## config.mk

```make
export PLATFORM = sky130hd
export DESIGN_NAME = pll_reset_sequencer
export DESIGN_NICKNAME = d
export VERILOG_FILES = /design/src/rtl/pll_reset_sequencer.sv
export SDC_FILE = /design/constraint.sdc
export NUM_CORES = 1
export LEC_CHECK = 0
export CORE_MARGIN = 8
export CORE_UTILIZATION = 50
export CTS_BUF_LIST = sky130_fd_sc_hd__clkbuf_16
export CTS_CLUSTER_SIZE = 12
export DETAILED_ROUTE_END_ITERATION = 10
export PLACE_DENSITY_LB_ADDON = 0.08
export SETUP_SLACK_MARGIN = 0.3
export SKIP_LAST_GASP = 1
export SLEW_MARGIN = 15
export SYNTH_ARGS = -nofsm -noshare
export SYNTH_HDL_FRONTEND = slang
export SYNTH_SLANG_ARGS = --single-unit
export TNS_END_PERCENT = 50
```

## constraint.sdc

```tcl
create_clock -name refclk -period 2.6 [get_ports refclk]
set_input_delay 0.52 -clock refclk [delete_from_list [all_inputs] [get_ports refclk]]
set_output_delay 0.52 -clock refclk [all_outputs]
set_load 0.02 [all_outputs]
```

## src/rtl/pll_reset_sequencer.sv

```systemverilog
// -----------------------------------------------------------------------------
// pll_reset_sequencer
//
// Purpose:
//   Controls the reset/lock interface of a PLL. The block runs on the free-running
//   reference clock. After power-up or a button reset, it pulses the PLL reset.
//   It then waits for lock and re-pulses the PLL reset if lock does not arrive in
//   time. Lock must then stay stable for a set number of cycles before the system
//   reset for the PLL-derived clock domains is released. If lock is lost for long
//   enough while running, the block reasserts the system reset and re-initialises
//   the PLL. Two saturating 8-bit counters record lock timeouts and losses of lock.
//
// Handshake/protocol note:
//   pll_locked is a level, not a valid/ready handshake. It is asynchronous to
//   refclk, so it passes through a two-flop synchroniser first. The FSM only ever
//   uses the synchronised copy. Every output is a pure decode of registered state,
//   with no combinational path from any input.
//
// Ports:
//   refclk         in   1  free-running reference clock (the only clock)
//   rst            in   1  asynchronous active-high reset
//   pll_locked     in   1  PLL lock indicator, asynchronous to refclk
//   pll_rst        out  1  reset to the PLL, active high (only in PLL_RESET)
//   sys_rst        out  1  system reset for PLL-clocked logic (low only in RUN)
//   sys_ready      out  1  high only in RUN
//   timeout_cnt    out  8  lock timeouts, saturates at 255
//   lock_loss_cnt  out  8  losses of lock in RUN, saturates at 255
//   fsm_state      out  2  debug: 0 PLL_RESET, 1 WAIT_LOCK, 2 STABILIZE, 3 RUN
// -----------------------------------------------------------------------------
module pll_reset_sequencer #(
    parameter int CNT_W         = 16,
    parameter int RST_CYCLES    = 16,
    parameter int LOCK_TIMEOUT  = 50000,
    parameter int STABLE_CYCLES = 1024,
    parameter int GLITCH_CYCLES = 4
) (
    input  logic       refclk,
    input  logic       rst,
    input  logic       pll_locked,
    output logic       pll_rst,
    output logic       sys_rst,
    output logic       sys_ready,
    output logic [7:0] timeout_cnt,
    output logic [7:0] lock_loss_cnt,
    output logic [1:0] fsm_state
);

    typedef enum logic [1:0] {
        ST_PLL_RESET = 2'd0,
        ST_WAIT_LOCK = 2'd1,
        ST_STABILIZE = 2'd2,
        ST_RUN       = 2'd3
    } state_t;

    // Terminal values of the shared cycle counter. Each count runs from 0 up to
    // N-1, so a phase lasts exactly N cycles.
    localparam logic [CNT_W-1:0] RST_LAST    = CNT_W'(RST_CYCLES - 1);
    localparam logic [CNT_W-1:0] TIMEOUT_LAST = CNT_W'(LOCK_TIMEOUT - 1);
    localparam logic [CNT_W-1:0] STABLE_LAST = CNT_W'(STABLE_CYCLES - 1);
    localparam logic [CNT_W-1:0] GLITCH_LAST = CNT_W'(GLITCH_CYCLES - 1);

    state_t           state_q, state_d;
    logic [CNT_W-1:0] cnt_q, cnt_d;
    logic [CNT_W-1:0] glitch_q, glitch_d;
    logic [7:0]       timeout_cnt_q, timeout_cnt_d;
    logic [7:0]       lock_loss_cnt_q, lock_loss_cnt_d;
    logic             lock_meta_q;
    logic             locked_s_q;

    function automatic logic [7:0] sat_inc(input logic [7:0] v);
        return (v == 8'hFF) ? v : v + 8'd1;
    endfunction

    // Two-flop synchroniser for the asynchronous lock indicator.
    always_ff @(posedge refclk or posedge rst) begin
        if (rst) begin
            lock_meta_q <= 1'b0;
            locked_s_q  <= 1'b0;
        end else begin
            lock_meta_q <= pll_locked;
            locked_s_q  <= lock_meta_q;
        end
    end

    always_ff @(posedge refclk or posedge rst) begin
        if (rst) begin
            state_q         <= ST_PLL_RESET;
            cnt_q           <= '0;
            glitch_q        <= '0;
            timeout_cnt_q   <= '0;
            lock_loss_cnt_q <= '0;
        end else begin
            state_q         <= state_d;
            cnt_q           <= cnt_d;
            glitch_q        <= glitch_d;
            timeout_cnt_q   <= timeout_cnt_d;
            lock_loss_cnt_q <= lock_loss_cnt_d;
        end
    end

    always_comb begin
        state_d         = state_q;
        cnt_d           = cnt_q;
        glitch_d        = glitch_q;
        timeout_cnt_d   = timeout_cnt_q;
        lock_loss_cnt_d = lock_loss_cnt_q;

        unique case (state_q)
            ST_PLL_RESET: begin
                if (cnt_q == RST_LAST) begin
                    state_d = ST_WAIT_LOCK;
                    cnt_d   = '0;
                end else begin
                    cnt_d = cnt_q + 1'b1;
                end
            end

            ST_WAIT_LOCK: begin
                // Lock is checked before the timeout, so a lock that arrives on
                // the final wait cycle is taken and is not counted as a timeout.
                if (locked_s_q) begin
                    state_d = ST_STABILIZE;
                    cnt_d   = '0;
                end else if (cnt_q == TIMEOUT_LAST) begin
                    state_d       = ST_PLL_RESET;
                    cnt_d         = '0;
                    timeout_cnt_d = sat_inc(timeout_cnt_q);
                end else begin
                    cnt_d = cnt_q + 1'b1;
                end
            end

            ST_STABILIZE: begin
                if (!locked_s_q) begin
                    state_d = ST_WAIT_LOCK;
                    cnt_d   = '0;
                end else if (cnt_q == STABLE_LAST) begin
                    state_d  = ST_RUN;
                    glitch_d = '0;
                end else begin
                    cnt_d = cnt_q + 1'b1;
                end
            end

            ST_RUN: begin
                // Short unlocked runs are tolerated. Only GLITCH_CYCLES consecutive
                // unlocked cycles count as a real loss of lock.
                if (locked_s_q) begin
                    glitch_d = '0;
                end else if (glitch_q == GLITCH_LAST) begin
                    state_d         = ST_PLL_RESET;
                    cnt_d           = '0;
                    glitch_d        = '0;
                    lock_loss_cnt_d = sat_inc(lock_loss_cnt_q);
                end else begin
                    glitch_d = glitch_q + 1'b1;
                end
            end

            default: begin
                state_d = ST_PLL_RESET;
                cnt_d   = '0;
            end
        endcase
    end

    // Moore outputs decoded from the state register only.
    always_comb begin
        pll_rst   = (state_q == ST_PLL_RESET);
        sys_rst   = (state_q != ST_RUN);
        sys_ready = (state_q == ST_RUN);
    end

    assign timeout_cnt   = timeout_cnt_q;
    assign lock_loss_cnt = lock_loss_cnt_q;
    assign fsm_state     = state_q;

endmodule

```

After elaboration in Yosys (flattened, before gate mapping). Index checks and enable logic that the tools add are counted.

Register bits: 52. Bits in latches: 0. RAM bits: 0. Bits in read-only memories: 0. Input bits: 3. Output and inout port bits: 21. Memories kept: 0.

Add/subtract/negate cells: 4. Multiply operators: 0. Div/mod/pow operators: 0. Magnitude comparators: 0. Eq/ne operators: 18. Shift operators: 0. Muxes and demuxes: 21. Bitwise gates (word level): 3. Reductions and logical operators: 7.

Operator list (number): $mux 16 (11); $pmux 16 s4 (1); $add 16x1->16 const B (2); $pmux 16 s2 (1); $add 8x1->8 const B (2); $eq 16x10->1 const B (1); $eq 16x16->1 const B (1); $eq 16x2->1 const B (1); $eq 16x4->1 const B (1); $eq 8x8->1 const B (2); $mux 2 (7); $ne 3x3->1 const B (3); $ne 2x2->1 const B (4); $pmux 2 s4 (1); $reduce_and 4->1 (2); $reduce_and 3->1 (2); $reduce_and 5->1 (1); $eq 2x2->1 const B (2); $ne 2x1->1 const B (2); $not 1->1 (3); $eq 2x1->1 const B (1); $logic_not 2->1 (1); $reduce_bool 2->1 (1).

Logic depth before layout (Yosys ltp). Gate-level depths: netlist of run 1.

Depth after elaboration: 4. Gate-level depth with buffers: 8. Gate-level depth less buffers: 7.

Worst setup path before layout of run 1. No wires, ideal clock.

Path kind: reg2reg. From: register glitch_q[0]. To: register cnt_q[7]. Library setup time: 126 ps. Arrival time: 1886 ps. Required time: 2474 ps. Setup slack: 588 ps. Stages on the path, launching flop included: 8. Period minus slack after synthesis: 2012 ps. Cells stage by stage: dfrtp_1 > ha_1 > nor4b_1 > nand4_1 > o21ai_2 > o21ai_2 > buf_2 > a221o_1.

Longest elaborated chain between the ends: 3.

RTL lines: start, declared (RTL line 64) `logic [CNT_W-1:0] glitch_q, glitch_d;`; start signal, assigned (RTL line 95) `glitch_q <= glitch_d;`; $eq 16x2->1 (RTL line 150) `end else if (glitch_q == GLITCH_LAST) begin`; $ne 2x1->1 (no line); $reduce_and 3->1 (no line); end signal, assigned (RTL line 94) `cnt_q <= cnt_d;`; end, declared (RTL line 63) `logic [CNT_W-1:0] cnt_q, cnt_d;`.

No other way between the ends. A chain may end at the register's enable or synchronous reset.

Worst setup path in the final report of run 1.
From: register state_q[0] (netlist: fsm_state[0]). To: output port sys_ready.

Longest elaborated chain between the ends: 1.

RTL lines: start, declared (RTL line 62) `state_t state_q, state_d;`; start signal, assigned (RTL line 93) `state_q <= state_d;`; $eq 2x2->1 (RTL line 171) `sys_ready = (state_q == ST_RUN);`; end, declared (RTL line 42) `output logic sys_ready,`.

No other way between the ends.

==> impl_metrics.json, run 1 <==
{
  "status": "complete, no violations",
  "crit_required_ns": 2.08,
  "clockBufferDepth": 2,
  "ys.flop_type": "dfrtp_1",
  "worst_ep_arrival_time_ns": 1.74,
  "worst_slew_pin_slew_ns": 0.449,
  "setup_viol": 0,
  "fin_crit_ns": 2.26,
  "avgSynthCellArea_um2": 9.84,
  "hold_path_class": "flop to flop",
  "maxCapViolCount": 0,
  "first_global_vias": 2222,
  "clkTransAtPathRegs_ns": 0.07,
  "tns_ns": 0,
  "p_leak_nw": 1.54,
  "ys_types": 50,
  "clock-root-buffer": "clkbuf_16",
  "firstDrtPassIters": 5,
  "start_kind": "flop",
  "cts_tree": "yes",
  "io_buffers": 23,
  "grt_start_max_net_pins": 23,
  "place.gp.congestion": 0.838,
  "drtIter0Drc": 74,
  "drive_gt1_share_pct": 10.5,
  "vias": 2322,
  "yosys_register_bits": 52,
  "p_per_area_nw_per_um2": 698,
  "p_seq_share_pct": 39.2,
  "crit_path_end_kind": "primary output",
  "synth_fp_nets": 291,
  "max_freq_ghz": 0.443,
  "area_delta_synth_final_pct": 19.1,
  "syn_inst": 284,
  "p_int_mw": 1.57,
  "dp_hpwl_um": 4340,
  "dieArea_um2": 8240,
  "ant_nets": 0,
  "avgRoutedWirePerCell_um": 15.5,
  "swShare_pct": 32.3,
  "synth_top_area_cell": "dfrtp_1",
  "yosysSeqAreaShare_pct": 46.6,
  "start_util_pct": 51.4,
  "antenna_found_initial": 0,
  "synth_top_area_share_pct": 46.6,
  "ir_worst_vdd_v": 0.000525,
  "via_per_inst": 6.00,
  "synth.area.top_cells": "dfrtp_1, xor2_1, nand2_1",
  "io_pins": 24,
  "hold_buffers": 0,
  "share_comb_of_total_power_pct": 29.0,
  "die_w_um": 90.8,
  "clkSinkCount": 52,
  "cts_buffers": 5,
  "rsz0062_at_grt": "yes",
  "die-height_um": 90.8,
  "yosysMostFrequentCell": "dfrtp_1",
  "cts_max_level": 2,
  "worst-path-max-fanout": 8,
  "grt_pass1_wl_um": 10400,
  "slew_headroom_pct": 70.0,
  "hold-worst-slack_ns": 0.349,
  "hold_viol_final": 0,
  "core_region_area_um2": 5440,
  "cts_setup_buffers": 0,
  "nets": 321,
  "period_share_pct": 86.8,
  "drt-total-wl_um": 6000,
  "synth-edff-count": 0,
  "clock_skew_ns": 0.00313,
  "clk_latency_ns": 0.28,
  "yosys_warnings": 0,
  "pwr-share-clk_pct": 31.8,
  "synthArstFlopShare_pct": 100,
  "synthTopCellsByCount": "dfrtp_1, nand2_1, nor2_1, o21ai_0, nand3_1",
  "p_sw_uw": 749,
  "placementRows": 27,
  "syn_area_um2": 2800,
  "overflow": 0,
  "final_max_slew_viol_count": 0,
  "drc": 0,
  "diodes": 0,
  "grt_util_all_layers_pct": 15.0,
  "path_class": "flop to primary output"
}
[routing by layer]
metal / GRT usage (%) / vias up / routed length [µm]
met3: 4.07 / 6 / 291
li1: - / 1117 / -
met4: 5.18 / 0 / 80
met1: 20.0 / 1150 / 2970
met5: 0 / - / 0
met2: 22.9 / 49 / 2660
[final timing paths]
path	start	endpoint	slack, ns	cells past startpoint
worst max-delay path	fsm_state[0]	sys_ready	0.34	3
worst min-delay path	lock_meta_q	locked_s_q	0.35	0
worst max register to register	cnt_q[12]	glitch_q[15]	0.41	6
worst min register to register	lock_meta_q	locked_s_q	0.35	0
max in group asynchronous	rst	cnt_q[13]	1.45	3
min in group asynchronous	rst	lock_loss_cnt[7]	0.56	2
[power groups by stage]
| stage | combinational [mW] | clock (mW) | sequential [mW] |
|---|---|---|---|
| 2_1_floorplan | 0.414 | 0 | 0.935 |
| 3_5_place_dp | 0.654 | 0 | 0.924 |
| 5_1_grt | 0.740 | 0.780 | 0.919 |
| 6_report | 0.673 | 0.739 | 0.910 |
| 4_1_cts | 0.657 | 0.753 | 0.908 |
| 3_3_place_gp | 0.652 | 0 | 0.920 |
[area by class of cell]
type                            instances  area (µm²)
Inverter                                5        18.8
Clock inverter                          3        42.5
Fill cell                             487        2110
Clock buffer                            5         125
Sequential cell                        52        1300
Timing Repair Buffer                   32         298
Tap cell                               72        90.1
Multi-Input combinational cell        218        1450
[cell usage in the layout (no fill, tap or decap), types with 4 or more instances in the layout]
| cell type | count |
|---|---|
| a21oi_1 | 8 |
| buf_4 | 9 |
| o31ai_1 | 4 |
| clkbuf_16 | 5 |
| and3_1 | 13 |
| nor3_1 | 4 |
| a22o_1 | 9 |
| inv_1 | 4 |
| a21o_1 | 5 |
| nand4_1 | 10 |
| xnor2_1 | 6 |
| xor2_1 | 11 |
| nand2b_1 | 4 |
| o21ai_1 | 9 |
| nor2_1 | 25 |
| dfrtp_1 | 52 |
| and4_1 | 6 |
| o21ai_0 | 18 |
| nand3_1 | 15 |
| ha_1 | 4 |
| nand2_1 | 25 |
| clkdlybuf4s50_1 | 23 |
[logic make-up after synthesis]
kind of cell	after synthesis	share of synthesized area, %
muxes	2	0.806
DFF	52	46.6
xor gates and xnor gates	17	5.33
buffers and inverters	14	2.15
adders and majority gates	4	1.79
AOI/OAI and AO/OA	68	16.6
and+or+nand+nor	127	26.8
[worst max-delay path: stages (launching register included)]
cell and delay (ns):
dfrtp_1 0.50, nand2_1 0.20, inv_1 0.14, clkdlybuf4s50_1 0.62
[sequential cells by signal (all words and copies together), names as in the netlist]
| register | count |
|---|---|
| cnt_q | 16 |
| fsm_state | 2 |
| glitch_q | 16 |
| lock_loss_cnt | 8 |
| lock_meta_q | 1 |
| locked_s_q | 1 |
| timeout_cnt | 8 |
[repair_timing]
item	in CTS	in global routing
hold endpoints to repair	0	0
gates resized for setup	0	3
endpoints found under the setup margin	0	13
[per-stage QoR]
stage	std cells	worst slack (ns)	total power, mW	area [µm²]	utilization [%]
after floorplan	284	0.588	1.35	2800	-
after global placement	379	0.332	1.57	3140	57.8
after detailed placement	379	0.385	1.58	3140	57.8
after CTS	387	0.356	2.32	3310	60.8
after global routing	387	0.224	2.44	3330	61.2
final	387	0.343	2.32	3330	61.2
No activity file was read; power rests on OpenSTA's default activity.
==> run 2, diff against run 1 <==
- CORE_MARGIN: 8 -> 2
- CTS_CLUSTER_DIAMETER: default -> 120
==> impl_metrics.json, run 2 (synthesized netlist as in run 1, its figures left out) <==
{
  "stdcell_count": 384,
  "slowest_delay_ns": 0.62,
  "multi_input_comb_area_um2": 1470,
  "cp-startpoint": "fsm_state[0]",
  "dieArea_um2": 6200,
  "period_share_pct": 85.8,
  "clk_latency_ns": 0.29,
  "rsz0062_at_grt": "yes",
  "crit_slowest_cell": "clkdlybuf4s50_1",
  "drt-total-wl_um": 5890,
  "grt_start_max_net_pins": 21,
  "cts_buffers": 5,
  "hold_path_class": "flop to flop",
  "mostFrequentLayoutCells": "dfrtp_1, nor2_1, nand2_1",
  "dp_hpwl_um": 4090,
  "first_global_vias": 2105,
  "grt_pass1_wl_um": 10300,
  "top_regs": "cnt_q x16, glitch_q x16",
  "regArea_um2": 1300,
  "mostFrequentLayoutCell": "dfrtp_1",
  "final_area_um2": 3290,
  "clkTransAtPathRegs_ns": 0.06,
  "clkSinkCount": 52,
  "slew_headroom_pct": 71.1,
  "ir_worst_vdd_v": 0.000513,
  "hold-worst-slack_ns": 0.347,
  "placed_cell_area_um2": 3100,
  "final_core_util_pct": 60.5,
  "die_w_um": 78.8,
  "start_util_pct": 51.4,
  "fillCellCount": 446,
  "path_class": "flop to primary output",
  "place.gp.congestion": 0.813,
  "overflow": 0,
  "drive_gt1_share_pct": 9.62,
  "status": "complete, no violations",
  "cts_tree": "yes",
  "hold_viol_final": 0,
  "cts_max_level": 2,
  "cp_cell_sequence": "nand2_1 > inv_1 > clkdlybuf4s50_1",
  "via_per_inst": 5.84,
  "clock-root-buffer": "clkbuf_16",
  "fin_crit_ns": 2.23,
  "clockBufferDepth": 2,
  "max_freq_ghz": 0.448,
  "worst-path-max-fanout": 8,
  "final_max_slew_viol_count": 0,
  "dp.cells": 374,
  "r2r_start": "cnt_q[0]",
  "ant_nets": 0,
  "worst_slew_pin_slew_ns": 0.430,
  "diodes": 0,
  "nets": 318,
  "io_pins": 24,
  "p_per_area_nw_per_um2": 671,
  "grt_util_all_layers_pct": 21.1,
  "vias": 2242,
  "core_region_area_um2": 5440,
  "post-place-ws_ns": 0.333,
  "crit_path_end_kind": "primary output",
  "p_leak_nw": 1.52,
  "clock_skew_ns": 0.00735,
  "path_buf_inv": 2,
  "area_delta_synth_final_pct": 17.8,
  "tns_ns": 0,
  "timing.final.ws_setup_ns": 0.370,
  "start_kind": "flop",
  "worst_ep_arrival_time_ns": 1.71,
  "crit_family": "buffers and inverters",
  "placementRows": 27,
  "die-height_um": 78.8,
  "drtIter0Drc": 148,
  "io_buffers": 23,
  "crit_required_ns": 2.08,
  "firstDrtPassIters": 4,
  "avgRoutedWirePerCell_um": 15.3,
  "finalPower_mw": 2.21,
  "drc": 0,
  "antenna_found_initial": 0,
  "maxCapViolCount": 0,
  "setup_viol": 0,
  "holdCritStartpoint": "lock_meta_q"
}
==> run 2: cell types whose count changed in the layout (fill, tap and decap cells not counted), sizes merged <==
cell    previous run  this run
inv                5         7
buf                9         6
bufinv             1         0
clkinv             2         1
==> run 2: final cells by class <==
cell class	instances	share of cell area, %
repair buffers	29	8.36
flip-flops and latches	52	39.5
multi-input cells	218	44.7
clock inverters	3	0.342
clock buffers	5	3.80
well taps	72	2.74
inverters	5	0.570
==> run 2: repair_timing <==
item	4_1_cts	5_1_grt
endpoints found under the setup margin	0	29
buffers inserted	0	2
hold buffers	0	0
hold endpoints to repair	0	0
gates resized for setup	0	6
==> run 2: worst register-to-register path: stages, from the launching register on <==
cell      delay, ns
dfrtp_1        0.40
ha_1           0.21
and3_1         0.29
nand4_2        0.18
o21a_2         0.36
nand4b_4       0.21
or3_1          0.32
a21oi_1        0.14
==> run 2: layer usage <==
metal	share of wire (%)	GRT usage (%)
met2	44	31.2
met1	50	31.4
met5	0	0
met4	1.1	6.49
met3	4.3	3.75
==> run 2: worst paths after layout <==
kind | to | slack (ns) | cells after the start
worst max-delay path | sys_ready | 0.37 | 3
worst min-delay path | locked_s_q | 0.35 | 0
worst max register to register | glitch_q[15] | 0.42 | 7
worst min register to register | locked_s_q | 0.35 | 0
max in group asynchronous | cnt_q[13] | 1.45 | 3
min in group asynchronous | timeout_cnt[6] | 0.55 | 2
==> run 2: where the power goes <==
part	total [mW]	switching, mW	internal (mW)
clock	0.621	0.274	0.347
sequential	0.910	0.0578	0.852
combinational	0.677	0.410	0.267
total	2.21	0.742	1.47
